File: src/rtl/nn_pkg.sv
// Shared types and arithmetic helpers for the fully-connected layer datapath.
// Latency: n/a (types and pure functions only).
// Backpressure: n/a.
package nn_pkg;

    typedef enum logic [2:0] {
        IDLE,
        CLEAR,
        FETCH,
        DRAIN,
        WRITE,
        DONE
    } state_e;

    // Smallest accumulator that can hold n_in full-scale signed products without wrapping.
    function automatic int min_acc_w(input int n_in, input int data_w);
        return 2 * data_w + $clog2(n_in);
    endfunction

    // Arithmetic shift, then clamp into [0, 2^data_w-1]; caller truncates to data_w bits.
    function automatic logic [31:0] relu_sat(input logic signed [63:0] acc,
                                             input int frac_shift,
                                             input int data_w);
        logic signed [63:0] shifted;
        logic signed [63:0] max_val;
        shifted = acc >>> frac_shift;
        max_val = (64'sd1 <<< data_w) - 64'sd1;
        if (shifted < 64'sd0) begin
            return 32'd0;
        end
        if (shifted > max_val) begin
            return max_val[31:0];
        end
        return shifted[31:0];
    endfunction

endpackage

File: src/rtl/nn_mac_unit.sv
// Signed multiply-accumulate with synchronous clear, enable and global clock enable.
// Latency: product lands in the accumulator one cycle after en; acc_next shows it combinationally.
// Backpressure: none; holds whenever clk_en is low.
module nn_mac_unit #(
    parameter int DATA_W = 8,
    parameter int ACC_W  = 24
) (
    input  logic                     clk,
    input  logic                     rst_n,
    input  logic                     clk_en,
    input  logic                     clear,
    input  logic                     en,
    input  logic [DATA_W-1:0]        a,
    input  logic [DATA_W-1:0]        b,
    output logic signed [ACC_W-1:0]  acc_next
);

    logic signed [ACC_W-1:0]    acc_q;
    logic signed [ACC_W-1:0]    acc_d;
    logic signed [2*DATA_W-1:0] prod;

    always_comb begin
        prod  = $signed(a) * $signed(b);
        acc_d = acc_q;
        if (clear) begin
            acc_d = '0;
        end else if (en) begin
            acc_d = acc_q + ACC_W'(prod);
        end
    end

    assign acc_next = acc_d;

    always_ff @(posedge clk or negedge rst_n) begin
        if (!rst_n) begin
            acc_q <= '0;
        end else if (clk_en) begin
            acc_q <= acc_d;
        end
    end

endmodule

File: src/rtl/nn_layer_sequencer.sv
// Walks every neuron/input pair of one FC layer, drives memory reads and the MAC, emits ReLU results.
// Latency: N_IN+3 cycles per neuron with out_ready high; done N_OUT*(N_IN+3)+1 cycles after start.
// Backpressure: result held in WRITE until out_valid&&out_ready; no reads issued while stalled.
module nn_layer_sequencer
    import nn_pkg::*;
#(
    parameter int N_IN       = 16,
    parameter int N_OUT      = 8,
    parameter int DATA_W     = 8,
    parameter int ACC_W      = 24,
    parameter int FRAC_SHIFT = 4,
    localparam int IAW = $clog2(N_IN),
    localparam int WAW = $clog2(N_IN * N_OUT),
    localparam int OIW = (N_OUT > 1) ? $clog2(N_OUT) : 1
) (
    input  logic              clk,
    input  logic              rst_n,
    input  logic              clk_en,
    input  logic              start,
    output logic              busy,
    output logic              done,
    output logic              rd_en,
    output logic [IAW-1:0]    in_addr,
    output logic [WAW-1:0]    w_addr,
    input  logic [DATA_W-1:0] in_data,
    input  logic [DATA_W-1:0] w_data,
    output logic              out_valid,
    input  logic              out_ready,
    output logic [OIW-1:0]    out_idx,
    output logic [DATA_W-1:0] out_data
);

    localparam int ACC_W_MIN = min_acc_w(N_IN, DATA_W);

    if (ACC_W < ACC_W_MIN) begin : g_acc_w_check
        $error("nn_layer_sequencer: ACC_W too small for N_IN and DATA_W");
    end

    state_e              state_q, state_d;
    logic [IAW-1:0]      i_q, i_d;
    logic [OIW-1:0]      j_q, j_d;
    logic [WAW-1:0]      w_addr_q, w_addr_d;
    logic                busy_q, busy_d;
    logic                done_q, done_d;
    logic                rd_en_q, rd_en_d;
    logic                acc_en_q, acc_en_d;
    logic                out_valid_q, out_valid_d;
    logic [OIW-1:0]      out_idx_q, out_idx_d;
    logic [DATA_W-1:0]   out_data_q, out_data_d;
    logic signed [ACC_W-1:0] acc_next;

    nn_mac_unit #(
        .DATA_W (DATA_W),
        .ACC_W  (ACC_W)
    ) u_mac (
        .clk      (clk),
        .rst_n    (rst_n),
        .clk_en   (clk_en),
        .clear    (state_q == CLEAR),
        .en       (acc_en_q),
        .a        (in_data),
        .b        (w_data),
        .acc_next (acc_next)
    );

    always_comb begin
        state_d     = state_q;
        i_d         = i_q;
        j_d         = j_q;
        w_addr_d    = w_addr_q;
        busy_d      = busy_q;
        done_d      = 1'b0;
        rd_en_d     = rd_en_q;
        acc_en_d    = rd_en_q;
        out_valid_d = out_valid_q;
        out_idx_d   = out_idx_q;
        out_data_d  = out_data_q;
        case (state_q)
            IDLE: begin
                if (start) begin
                    state_d = CLEAR;
                    j_d     = '0;
                    busy_d  = 1'b1;
                end
            end
            CLEAR: begin
                state_d  = FETCH;
                i_d      = '0;
                rd_en_d  = 1'b1;
                w_addr_d = WAW'(int'(j_q) * N_IN);
            end
            FETCH: begin
                if (i_q == IAW'(N_IN - 1)) begin
                    rd_en_d = 1'b0;
                    state_d = DRAIN;
                end else begin
                    i_d      = i_q + IAW'(1);
                    w_addr_d = w_addr_q + WAW'(1);
                end
            end
            DRAIN: begin
                // acc_next already includes the last product arriving this cycle.
                state_d     = WRITE;
                out_valid_d = 1'b1;
                out_idx_d   = j_q;
                out_data_d  = DATA_W'(relu_sat(64'(acc_next), FRAC_SHIFT, DATA_W));
            end
            WRITE: begin
                if (out_ready) begin
                    out_valid_d = 1'b0;
                    if (j_q == OIW'(N_OUT - 1)) begin
                        state_d = DONE;
                    end else begin
                        j_d     = j_q + OIW'(1);
                        state_d = CLEAR;
                    end
                end
            end
            DONE: begin
                done_d  = 1'b1;
                busy_d  = 1'b0;
                state_d = IDLE;
            end
            default: begin
                state_d = IDLE;
            end
        endcase
    end

    always_ff @(posedge clk or negedge rst_n) begin
        if (!rst_n) begin
            state_q     <= IDLE;
            i_q         <= '0;
            j_q         <= '0;
            w_addr_q    <= '0;
            busy_q      <= 1'b0;
            done_q      <= 1'b0;
            rd_en_q     <= 1'b0;
            acc_en_q    <= 1'b0;
            out_valid_q <= 1'b0;
            out_idx_q   <= '0;
            out_data_q  <= '0;
        end else if (clk_en) begin
            state_q     <= state_d;
            i_q         <= i_d;
            j_q         <= j_d;
            w_addr_q    <= w_addr_d;
            busy_q      <= busy_d;
            done_q      <= done_d;
            rd_en_q     <= rd_en_d;
            acc_en_q    <= acc_en_d;
            out_valid_q <= out_valid_d;
            out_idx_q   <= out_idx_d;
            out_data_q  <= out_data_d;
        end
    end

    assign busy      = busy_q;
    assign done      = done_q;
    assign rd_en     = rd_en_q;
    assign in_addr   = i_q;
    assign w_addr    = w_addr_q;
    assign out_valid = out_valid_q;
    assign out_idx   = out_idx_q;
    assign out_data  = out_data_q;

endmodule

File: config.mk
export PLATFORM = sky130hd
export DESIGN_NAME = nn_layer_sequencer
export DESIGN_NICKNAME = d
export VERILOG_FILES = /design/src/rtl/nn_pkg.sv /design/src/rtl/nn_mac_unit.sv /design/src/rtl/nn_layer_sequencer.sv
export SDC_FILE = /design/constraint.sdc
export NUM_CORES = 1
export LEC_CHECK = 0
export BUFFER_PORTS_ARGS = -buffer_cell sky130_fd_sc_hd__buf_2
export CORE_ASPECT_RATIO = 0.5
export CORE_MARGIN = 2
export CORE_UTILIZATION = 39
export CTS_BUF_LIST = sky130_fd_sc_hd__clkbuf_8
export DETAILED_ROUTE_END_ITERATION = 10
export PLACE_DENSITY_LB_ADDON = 0.3
export SLEW_MARGIN = 40
export SYNTH_ARGS = -nofsm -noshare
export SYNTH_HDL_FRONTEND = slang
export SYNTH_SLANG_ARGS = --single-unit
File: constraint.sdc
create_clock -name clk -period 5.9 [get_ports clk]
set_input_delay 0.295 -clock clk [delete_from_list [all_inputs] [get_ports clk]]
set_output_delay 0.295 -clock clk [all_outputs]
set_load 0.02 [all_outputs]
==> metrics.md <==
| Metric | Value |
|---|---|
| Largest stage delay, worst path | around 0.53 ns |
| Final setup viols | 0 |
| Worst path cell trace | inv_1 -> fa_1 -> inv_1 -> fa_1 -> inv_1 -> fa_1 -> inv_1 -> fa_1 -> fa_1 -> ha_1 -> o21ai_1 -> o21a_1 -> nor2_1 -> a211oi_2 -> o41ai_4 -> mux2i_4 -> a22oi_1 -> a31oi_1 |
| Post-synth top area share | a little under a third |
| Cell area after synthesis | between 6000 and 7000 µm² |
| Maximum clock path buffer count | 2 |
| PortBufs | 46 |
| Vias per cell | roughly 5.2 |
| Critical path launch point type | flop |
| Post-Syn Instances | between 600 and 700 |
| Worst path most repeated cell | fa_1 |
| Area contributors post-synth | fa_1 (30%), dfrtp_1 (21%), ha_1 (11%) |
| Setup TNS | 0 ns |
| Vias in the first global route | 5360 |
| M1 WL | approximately 7700 µm |
| Ratio of cells with drive above 1 in the final layout | about 12% |
| Syn nets | approximately 860 |
| Tot GR Track Use | 18.89% |
| Initial DRC Count | 294 |
| Synth Flop Type | dfrtp_1 |
| Max Cap Viol | 0 |
| Clk slew on worst S/H paths | 0.06 ns |
| First-pass GRT wire length | 27870 µm |
| Average cell area after synthesis | around 10 µm² |
| Drt first pass iters | 4 |
| CP max FO | 8 |
| GRT overflow | 0 |
| HPWL after DPL | 12920 µm |
| Drt total wl | ~16000 µm |
| Core box area | ~17000 µm² |
| DRC Markers | 0 |
| Worst slew margin | 51.10% |
| Vias | between 5000 and 6000 |
| Initial antenna violation count | 0 |
| Unrepaired setup endpoints after global routing | no |
| Slew @ Worst Pin | between 0.7 and 0.8 ns |
| Tcrit/Tclk final | between 90 and 100% |
| Area Growth Syn to Fin | 11.03% |
| Ys async rst share | 100.0% |
| Synth cell types | 58 |
| Setup bufs post-CTS | 0 |
| Final GP Congestion | just over 0.8 |
| Top sig layer | met4 |
| H-tree level count | 3 |
| Root Driver | clkbuf_8 |
| Die Wd | around 190 µm |
| Largest net degree at the start of global routing | 58 |
| Synth area leader | fa_1 |
| Detail Route Antenna Nets | 0 |
| Worst-Skew Late Latency | about 0.35 ns |
| Warnings, synthesis | 0 |
| Clock Sinks | 57 |
| Antenna cells | 0 |
| Crit path DAT | about 5.7 ns |
| Routed wl met2 | roughly 7000 µm |
| DR WL met3 | about 730 µm |
| Status | finished, final reports clean |
| CP max-delay cell | fa_1 |
| Starting Density | around two fifths |
| Top Ports | 47 |
| Critical path required time | ~6.2 ns |
| CTS tree | done |
| FMAX | between 150 and 200 MHz |
| Post-CTS Resized | 0 |
| Synthesis-stage register bit count | 57 |
| Die height | between 90 and 100 µm |
| Skew final | 0.007811 ns |
| Hold_buf cts | 0 |
| DIE AREA | around 19000 µm² |
| Final hold vios | 0 |
| Final Max Slew Viols | 0 |
| Final min period | between 5 and 6 ns |
| Routed len/inst | between 15 and 20 µm |
| Fin nets | just over 900 |
| Worst hold path type | in -> async |
| CTS buffer count | 9 |
| Post-synth EDFFs | 0 |
| Sequential share of the synthesized area | between 20% and 30% |
| CP Capture Type | flop |
| Setup CP Type | reg -> reg |
| FP Rows | 34 |
final timing paths:
kind / slack [ns] / end / cells past startpoint / from
min in group clk: 0.28 / out_valid / 4 / out_ready
hold reg to reg: 0.50 / u_mac.acc_q[1] / 1 / u_mac.acc_q[1]
setup / recovery: 0.44 / out_data[4] / 18 / u_mac.acc_q[6]
max in group asynchronous: 5.32 / j_q[2] / 2 / rst_n
hold / removal: 0.09 / u_mac.acc_q[1] / 2 / rst_n
setup reg to reg: 0.44 / out_data[4] / 18 / u_mac.acc_q[6]
cell type report:
cell class	count	area (µm²)
Sequential cell	57	1426
Clock buffer	13	178.9
Fill cell	1712	9692
Inverter	86	322.8
Timing Repair Buffer	57	325.3
Tap cell	234	292.8
Clock inverter	3	13.76
Multi-Input combinational cell	519	5020
synth_stat cells (2+ instances only):
master / number
nor3b_1: 2
o21bai_1: 6
fa_1: 104
xnor2_1: 18
ha_1: 58
a21oi_1: 29
o21a_1: 5
nor3_1: 6
a211oi_2: 2
or3_1: 2
o21ai_1: 2
a22o_1: 15
a31oi_1: 12
nand2_1: 67
mux2i_1: 4
dfrtp_1: 57
and4_1: 2
nand2b_1: 4
o21ai_0: 32
o41ai_1: 2
a22oi_1: 7
xor2_1: 8
buf_1: 2
nand3_1: 9
and3_1: 4
nand4_1: 5
a221oi_1: 3
nor2b_1: 3
o41ai_2: 2
and2_1: 35
nor4_1: 3
a21o_1: 5
mux2_2: 6
a211oi_1: 3
nor2_1: 34
inv_1: 85
or3b_2: 2
clkbuf_1: 14
critical path, delay by kind of cell (launching register included):
| kind | cells | cell delay (ns) |
|---|---|---|
| muxes | 1 | 0.42 |
| buffers and inverters | 4 | 0.24 |
| adders and majority gates | 6 | 2.73 |
| and+or+nand+nor | 1 | 0.27 |
| AOI/OAI and AO/OA | 6 | 1.30 |
| DFF | 1 | 0.40 |
cell usage in the layout (no fill, tap or decap), types with 2 or more instances in the layout:
| master | n |
|---|---|
| and3_1 | 4 |
| nand2b_1 | 4 |
| a21oi_1 | 29 |
| clkinv_2 | 2 |
| mux2_2 | 6 |
| xnor2_1 | 18 |
| nor3_1 | 6 |
| fa_1 | 104 |
| a211oi_2 | 2 |
| or3b_2 | 2 |
| nor2b_1 | 3 |
| nand3_1 | 9 |
| nor2_1 | 33 |
| o21a_1 | 5 |
| mux2i_1 | 4 |
| o21ai_1 | 2 |
| inv_1 | 86 |
| xor2_1 | 8 |
| clkbuf_8 | 13 |
| a221oi_1 | 3 |
| nand2_1 | 67 |
| a31oi_1 | 12 |
| o21bai_1 | 6 |
| a211oi_1 | 3 |
| o41ai_2 | 2 |
| a22oi_1 | 7 |
| buf_2 | 46 |
| nor4_1 | 3 |
| and4_1 | 2 |
| and2_1 | 35 |
| o21ai_0 | 32 |
| dfrtp_1 | 57 |
| or3_1 | 2 |
| o41ai_1 | 2 |
| nand4_1 | 5 |
| ha_1 | 58 |
| a21o_1 | 5 |
| a22o_1 | 15 |
| buf_4 | 10 |
through the flow:
stage | utilization [%] | hold slack, ns | setup WS, ns | instances | cell area [µm²]
6_report | 43.89 | 0.08644 | 0.4397 | 969 | 7580
5_1_grt | 43.89 | 0.1497 | 0.03565 | 969 | 7580
4_1_cts | 43.86 | 0.1161 | 0.4359 | 969 | 7575
3_5_place_dp | 42.74 | 0.4853 | 0.1021 | 953 | 7382
3_3_place_gp | 42.68 | 0.4843 | 0.2214 | 952 | 7372
2_1_floorplan | - | -0.0005911 | 0.1379 | 679 | 6827
routing by layer:
metal,vias up,global-route usage (%)
met2,94,29.71
li1,2383,-
met4,0,3.373
met3,13,3.467
met5,-,0
met1,2518,27.49
flip-flops by register name (all words and copies together) (netlist names):
signal / flops
done: 1
u_mac.acc_q: 24
j_q: 3
out_valid: 1
rd_en: 1
out_data: 8
state_q: 3
in_addr: 4
out_idx: 3
w_addr: 7
busy: 1
acc_en_q: 1
logic make-up after synthesis:
logic type	Yosys count	synth area share, %
xor gates and xnor gates	26	3.336
adders and majority gates	162	41.13
muxes	11	1.906
DFF	57	20.89
AOI/OAI and AO/OA	139	14.17
buffers and inverters	103	5.682
and+or+nand+nor	181	12.88
Power is not shown: default switching activity piles up to over one toggle a cycle in this logic, so the estimate is an artifact.
